`src/rtl/mips_pkg.sv`:
```
// Shared definitions for the instruction-fetch front end: state encoding,
// reset constants and the {pc, instr} record carried through the fetch FIFO.
package mips_pkg;

    localparam logic [31:0] RESET_PC_DEFAULT = 32'h0000_0000;
    localparam logic [31:0] NOP              = 32'h0000_0000;

    typedef logic [1:0] fetch_state_t;
    localparam fetch_state_t ST_IDLE = 2'd0;
    localparam fetch_state_t ST_REQ  = 2'd1;
    localparam fetch_state_t ST_WAIT = 2'd2;

    typedef struct packed {
        logic [31:0] pc;
        logic [31:0] instr;
    } fetch_entry_t;

    function automatic logic [31:0] word_align(input logic [31:0] addr);
        return {addr[31:2], 2'b00};
    endfunction

endpackage

```
`src/rtl/fetch_fifo.sv`:
```
// Small synchronous FIFO of fetched {pc, instr} records; flush beats push.
module fetch_fifo
    import mips_pkg::*;
#(
    parameter int DEPTH = 2,
    localparam int AW = $clog2(DEPTH),
    localparam int CW = AW + 1
) (
    input  logic         clk,
    input  logic         rst,
    input  logic         flush,
    input  logic         push,
    input  fetch_entry_t push_entry,
    input  logic         pop,
    output logic [CW-1:0] count,
    output fetch_entry_t head
);

    fetch_entry_t  mem_reg [DEPTH];
    logic [AW-1:0] rd_ptr_reg;
    logic [AW-1:0] wr_ptr_reg;
    logic [CW-1:0] count_reg;

    always_ff @(posedge clk) begin
        if (rst || flush) begin
            rd_ptr_reg <= '0;
            wr_ptr_reg <= '0;
            count_reg  <= '0;
        end else begin
            if (push) wr_ptr_reg <= wr_ptr_reg + AW'(1);
            if (pop)  rd_ptr_reg <= rd_ptr_reg + AW'(1);
            count_reg <= count_reg + CW'(push) - CW'(pop);
        end
    end

    // Storage is cleared on reset so the head reads as pc 0 / NOP afterwards.
    always_ff @(posedge clk) begin
        if (rst) begin
            for (int i = 0; i < DEPTH; i++) begin
                mem_reg[i] <= '{pc: 32'h0, instr: NOP};
            end
        end else if (push && !flush) begin
            mem_reg[wr_ptr_reg] <= push_entry;
        end
    end

    assign count = count_reg;
    assign head  = mem_reg[rd_ptr_reg];

endmodule

```
`src/rtl/fetch_unit.sv`:
```
// Instruction fetch stage: owns the fetch PC, issues one request at a time to
// instruction memory and buffers returned words, discarding wrong-path data.
module fetch_unit
    import mips_pkg::*;
#(
    parameter logic [31:0] RESET_PC = RESET_PC_DEFAULT,
    parameter int          DEPTH    = 2
) (
    input  logic        clk,
    input  logic        rst,
    input  logic        redirect_valid,
    input  logic [31:0] redirect_pc,
    input  logic        stall,
    output logic        imem_req,
    output logic [31:0] imem_addr,
    input  logic        imem_gnt,
    input  logic        imem_rvalid,
    input  logic [31:0] imem_rdata,
    output logic        out_valid,
    output logic [31:0] out_pc,
    output logic [31:0] out_pc_plus4,
    output logic [31:0] out_instr
);

    localparam int CW = $clog2(DEPTH) + 1;

    fetch_state_t  state_reg, state_next;
    logic [31:0]   fetch_pc_reg, fetch_pc_next;
    logic [31:0]   req_addr_reg, req_addr_next;
    logic          kill_reg, kill_next;

    logic          fifo_push, fifo_pop, fifo_flush;
    logic [CW-1:0] fifo_count, count_next;
    fetch_entry_t  fifo_head, push_entry;
    logic          space;

    fetch_fifo #(.DEPTH(DEPTH)) u_fifo (
        .clk        (clk),
        .rst        (rst),
        .flush      (fifo_flush),
        .push       (fifo_push),
        .push_entry (push_entry),
        .pop        (fifo_pop),
        .count      (fifo_count),
        .head       (fifo_head)
    );

    always_comb begin
        out_valid  = (fifo_count != '0);
        fifo_flush = redirect_valid;
        fifo_pop   = out_valid && !stall && !redirect_valid;
        fifo_push  = (state_reg == ST_WAIT) && imem_rvalid && !kill_reg;
        push_entry = '{pc: req_addr_reg, instr: imem_rdata};
        count_next = fifo_flush ? '0 : fifo_count + CW'(fifo_push) - CW'(fifo_pop);
        // A new request is only issued when its response is guaranteed a slot.
        space      = count_next < CW'(DEPTH);
    end

    always_comb begin
        state_next    = state_reg;
        fetch_pc_next = fetch_pc_reg;
        req_addr_next = req_addr_reg;
        kill_next     = kill_reg;

        case (state_reg)
            ST_IDLE: begin
                if (!redirect_valid && space) begin
                    state_next    = ST_REQ;
                    req_addr_next = fetch_pc_reg;
                end
            end
            ST_REQ: begin
                if (imem_gnt) begin
                    state_next = ST_WAIT;
                    if (!kill_reg && !redirect_valid) fetch_pc_next = fetch_pc_reg + 32'd4;
                end
            end
            ST_WAIT: begin
                if (imem_rvalid) begin
                    kill_next = 1'b0;
                    if (!redirect_valid && space) begin
                        state_next    = ST_REQ;
                        req_addr_next = fetch_pc_reg;
                    end else begin
                        state_next = ST_IDLE;
                    end
                end
            end
            default: state_next = ST_IDLE;
        endcase

        // Redirect never withdraws a request; it only marks its response as dead.
        if (redirect_valid) begin
            fetch_pc_next = word_align(redirect_pc);
            if (state_reg == ST_REQ || (state_reg == ST_WAIT && !imem_rvalid)) kill_next = 1'b1;
        end
    end

    always_ff @(posedge clk) begin
        if (rst) begin
            state_reg    <= ST_IDLE;
            fetch_pc_reg <= RESET_PC;
            req_addr_reg <= RESET_PC;
            kill_reg     <= 1'b0;
        end else begin
            state_reg    <= state_next;
            fetch_pc_reg <= fetch_pc_next;
            req_addr_reg <= req_addr_next;
            kill_reg     <= kill_next;
        end
    end

    assign imem_req     = (state_reg == ST_REQ);
    assign imem_addr    = req_addr_reg;
    assign out_pc       = fifo_head.pc;
    assign out_instr    = fifo_head.instr;
    assign out_pc_plus4 = fifo_head.pc + 32'd4;

endmodule
```
`config.mk`:
```
export PLATFORM = sky130hd
export DESIGN_NAME = fetch_unit
export DESIGN_NICKNAME = d
export VERILOG_FILES = /design/src/rtl/mips_pkg.sv /design/src/rtl/fetch_fifo.sv /design/src/rtl/fetch_unit.sv
export SDC_FILE = /design/constraint.sdc
export NUM_CORES = 1
export LEC_CHECK = 0
export ABC_CLOCK_PERIOD_IN_PS = 2500
export CORE_UTILIZATION = 46
export DETAILED_ROUTE_END_ITERATION = 8
export PLACE_DENSITY_LB_ADDON = 0.1
export SYNTH_ARGS = -nofsm -noshare
export SYNTH_HDL_FRONTEND = slang
export SYNTH_SLANG_ARGS = --single-unit
```
`constraint.sdc`:
```
create_clock -name clk -period 2.5 [get_ports clk]
set_input_delay 0.25 -clock clk [delete_from_list [all_inputs] [get_ports clk]]
set_output_delay 0.25 -clock clk [all_outputs]
set_load 0.005 [all_outputs]
```
After elaboration in Yosys (flattened, before gate mapping) --
Memory sizes are Yosys's and may differ from the RTL's. A register that Yosys moved wholly into a read port is not among the register bits. Index checks and enable logic that the tools add are counted. Widths: inputs -> output; s select.
Operators by class: add/sub/neg operators 6, multiply operators 0, divide/modulo/power cells 0, order comparisons 1, equal/unequal tests 5, shift-type cells 0, multiplexer cells 27, bitwise operators 0, reductions and logical operators 26
Operator list (count):
- $mux 32 | 6
- $add 32x3->32 const B | 2
- $mux 64 | 1
- $pmux 32 s2 | 1
- $reduce_or 64->1 | 1
- $mux 1 | 14
- $reduce_bool 2->1 | 5
- $reduce_and 3->1 | 3
- $logic_and 1x1->1 | 8
- $mux 2 | 4
- $pmux 2 s3 | 1
- $logic_not 1->1 | 4
- $ne 2x2->1 const B | 2
- $add 1x1->1 const B | 2
- $add 2x1->2 | 1
- $eq 2x1->1 const B | 1
- $eq 2x2->1 const B | 1
- $logic_not 2->1 | 1
- $logic_or 1x1->1 | 2
- $lt 2x2->1 const B | 1
- $ne 2x1->1 const B | 1
- $reduce_and 2->1 | 1
- $reduce_or 2->1 | 1
- $sub 2x1->2 | 1
Word-level totals: flip-flop bits (word level) 71, bits in latches 0, RAM bits 128, memory bits (read-only) 0, bits of input ports 70, output and inout port bits 130, word-level logic and storage cells 74, memories kept 1
Memory list:
- u_fifo.mem_reg | words 2, width 64, read ports 1, clocked after Yosys merged registers in 1, wr ports 2, line fetch_fifo.sv:19 | fetch_entry_t mem_reg [DEPTH];

Logic depth before layout (Yosys ltp) --
word-level depth 11, depth in mapped cells 12, gate-level depth less buffers 10

Cells and area by module --
Synthesis repeated with hierarchy kept, for this count alone.
Second synthesis, totals: cell total of the unflattened synthesis 852, area, all modules 9808.2 µm²
Modules (own cells, without submodules):
- fetch_fifo | instances 1, cells an instance 378, area an instance 5879.4 µm², seq. area each 3943.8 µm²
- fetch_unit | instances 1, cells an instance 474, area an instance 3928.8 µm², seq. area each 1261.2 µm²

Worst setup path before layout --
Ideal clock, no wire load.
kind register -> output, from reg (tool-made name), to out out_pc_plus4[26], arrival time 2599 ps, required time 2250 ps, setup slack -349 ps, cell stages (with the launch flop) 13, buffers on the path 4, cells stage by stage dfxtp_1 > buf_4 > buf_2 > buf_1 > buf_2 > mux2i_1 > inv_1 > ha_1 > inv_1 > a211oi_1 > and3_1 > nand3_1 > xnor2_1
RTL lines:
- end, declared | line fetch_unit.sv:21 | output logic [31:0] out_pc_plus4,

==> impl_metrics.toml <==
[status]
status = "finished with violations"
violations = "setup timing"

[yosys]
avgSynthCellArea_sq_um = 10.9
netlist_area_sq_um = 9110
synthFlopType = "edfxtp_1"
ys_seq_area_share_pct = 55.8
async_flop_share_pct = 0
synth_cell_type_count = 50
yosys_register_bits = 192
synth_edf_count = 124
ys_warn_count = 0
synthCells = 836

[global_route]
grt_pass1_vias = 6428
grt_pass1_wl_um = 32900
grt_max_degree = 67
grt-ovfl-total = 0
antenna_found_initial = 0
gr-usage-all-layers_pct = 21.3

[timing]
max_freq_mhz = 369
final_hold_viol_count = 0
slew_headroom_pct = 42.9
finalMaxSlewViolations = 0
setup_viol = 27
finalCriticalPeriod_ns = 2.71
timing.final.crit_share_pct = 108
skew_ns = 0.00742
fin_ws_ns = -0.209
rsz0062_at_grt = "yes"
worst-slew-pin-transition_ns = 0.857

[floorplanning]
dieWidth_um = 143
io_pins = 200
core_area_sq_um = 19500
rows = 51
dieArea_sq_um = 20400
initial_core_util_pct = 46.8
die_y_um = 143

[route]
vias_per_cell = 5.03
ant_nets = 0
routed.top_layer = "met4"
dr_wl_met2_um = 11000
wire_per_inst_um = 16.4
wl_met1_um = 9640
vias = 6827
routed_wl_um = 22200
dr.pass1.iters = 4
drtIter0Drc = 255
dr_wl_met3_um = 1170
drc = 0

[worst_setup_path]
critPathLaunchType = "flop"
endpoint = "out_pc_plus4[22]"
path_buf_inv = 4
slowest_stage = "dfxtp_4"
max_stage_delay_ns = 0.39
path_common_cell = "buf_4"
r2r_setup_slack_ns = -0.13
timing.rr.start = "u_fifo.count[0]$_SDFF_PP0_"
cp-end-kind = "output pin"
cp.depth = 9
r2r_end = "imem_addr[14]$_SDFFE_PP0P_"
critPathArrivalTime_ns = 2.46
cp_max_fo = 8
required_ns = 2.25
critPathKind = "flop to output pin"
cp_top_family = "buffers and inverters"
path_cells = "buf_12, nand4b_1, a211oi_4, buf_4, nand4_1, buf_4, nor2_4, xor2_1, buf_2"
worst_r2r_path_depth = 12

[power_and_ir_drop]
ir_drop_mv = 0.437
finalPower_mw = 6.93
pwr_density_cell_nw_per_um2 = 527
p_leak_nw = 5.05

[place]
gp_congestion = 0.791
port-buffer-count = 191
dp.cells = 1291
placed_area_sq_um = 11600
place_hpwl_um = 14300

[clocking]
clockBufferDepth = 2
cts.clk_slew.worst_paths_ns = 0.07
clkLatencyLatePin_ns = 0.42
cts_inserted_buffers = 17
cts_max_level = 4
cts_root_buffer = "clkbuf_16"
cts_tree = "built"
clkSinkCount = 192
holdBufCountCts = 0

[job]
cap_violations = 0

[layout]
layout.cells.most_common = "clkdlybuf4s50_1"
fin_cells = 1358
utilization_pct = 67.5
final_cell_area_sq_um = 13100
drive_above_1_share_pct = 27.2
largest_reg_flops = 124
final_nets = 1154
layout_common_cells = "clkdlybuf4s50_1 (164), and2_1 (132), edfxtp_1 (124), dfxtp_1 (65), buf_4 (57)"
diodes = 0
syn_to_final_growth_pct = 44.2

[worst_hold_path]
hp-class = "primary input to flop"
-- layout make-up --
class / count / area (sq um)
Clock inverter: 9 / 53.8
Timing Repair Buffer: 275 / 2740
Sequential cell: 192 / 5090
Tap cell: 265 / 332
Fill cell: 1500 / 6320
Clock buffer: 23 / 510
Multi-Input combinational cell: 571 / 4330
Inverter: 23 / 86.3
-- power by group --
part	total (mW)	internal [mW]	switching [mW]	leakage [nW]
registers	3.60	3.49	0.111	1.84
logic	0.757	0.422	0.335	2.92
clock network	2.57	1.44	1.13	0.289
total	6.93	5.35	1.58	5.05
-- logic make-up after synthesis --
group | share of synthesized area, %
simple gates | 21.2
xor+xnor | 4.81
compound gates | 5.81
fa+ha+maj | 0.549
flops | 55.8
other cells | 0.0411
buf+inv | 3.86
mux | 7.92
-- worst reg2reg max path: cells and delay by family, from the launching register on --
kind,cells,cell delay [ns]
DFF,1,0.32
AOI/OAI and AO/OA,1,0.05
buffers and inverters,3,0.36
xor gates and xnor gates,2,0.29
adders and majority gates,2,0.43
and+or+nand+nor,4,1.01
-- cell usage after synthesis (8+ instances only) --
| master | n | area (sq um) |
|---|---|---|
| and2_1 | 133 | 832 |
| edfxtp_1 | 124 | 3720 |
| nand2_1 | 93 | 349 |
| dfxtp_1 | 68 | 1360 |
| mux2_2 | 49 | 552 |
| nor2_1 | 45 | 169 |
| a21oi_1 | 43 | 215 |
| clkbuf_1 | 35 | 131 |
| xnor2_1 | 34 | 298 |
| inv_1 | 23 | 86.3 |
| a211oi_1 | 21 | 158 |
| nand3_1 | 19 | 95.1 |
| nand4_1 | 18 | 113 |
| mux2i_1 | 17 | 170 |
| xor2_1 | 16 | 140 |
| buf_4 | 11 | 82.6 |
| nor3_1 | 10 | 50.1 |
| o21ai_0 | 8 | 40.0 |
-- through the flow --
step                hold slack, ns  setup slack [ns]  TNS [ns]
floorplan                    0.393           -0.0102    -0.293
global placement             0.459            -0.148     -5.26
detailed placement           0.466            -0.179     -5.85
CTS                          0.308            -0.226     -4.82
global route                 0.327            -0.318     -6.86
finish                       0.332            -0.209     -3.06
-- timing repair --
| item | 4_1_cts | 5_1_grt |
|---|---|---|
| gates cloned | 3 | 4 |
| buffers inserted | 23 | 12 |
| pin swaps | 31 | 76 |
| resized for setup | 135 | 123 |
| setup endpoints to repair | 56 | 55 |
-- metal layers --
metal / track usage, % / up-vias
met5: 0 / -
met4: 6.90 / 0
met3: 4.06 / 30
met2: 37.3 / 181
met1: 26.3 / 3217
li1: - / 3399
-- how the worst min path moves through the flow --
stage,startpoint,cells past startpoint,end,slack [ns]
floorplan,redirect_pc[3],2,fetch_pc_reg[3]$_SDFFE_PP0P_,0.39
global placement,fetch_pc_reg[31]$_SDFFE_PP0P_,2,imem_addr[31]$_SDFFE_PP0P_,0.46
detailed placement,fetch_pc_reg[31]$_SDFFE_PP0P_,2,imem_addr[31]$_SDFFE_PP0P_,0.47
CTS,rst,4,u_fifo.count[1]$_SDFF_PP0_,0.31
global route,rst,4,u_fifo.count[1]$_SDFF_PP0_,0.33
finish,rst,4,u_fifo.count[1]$_SDFF_PP0_,0.33
Power figures use the tool's default switching activity.
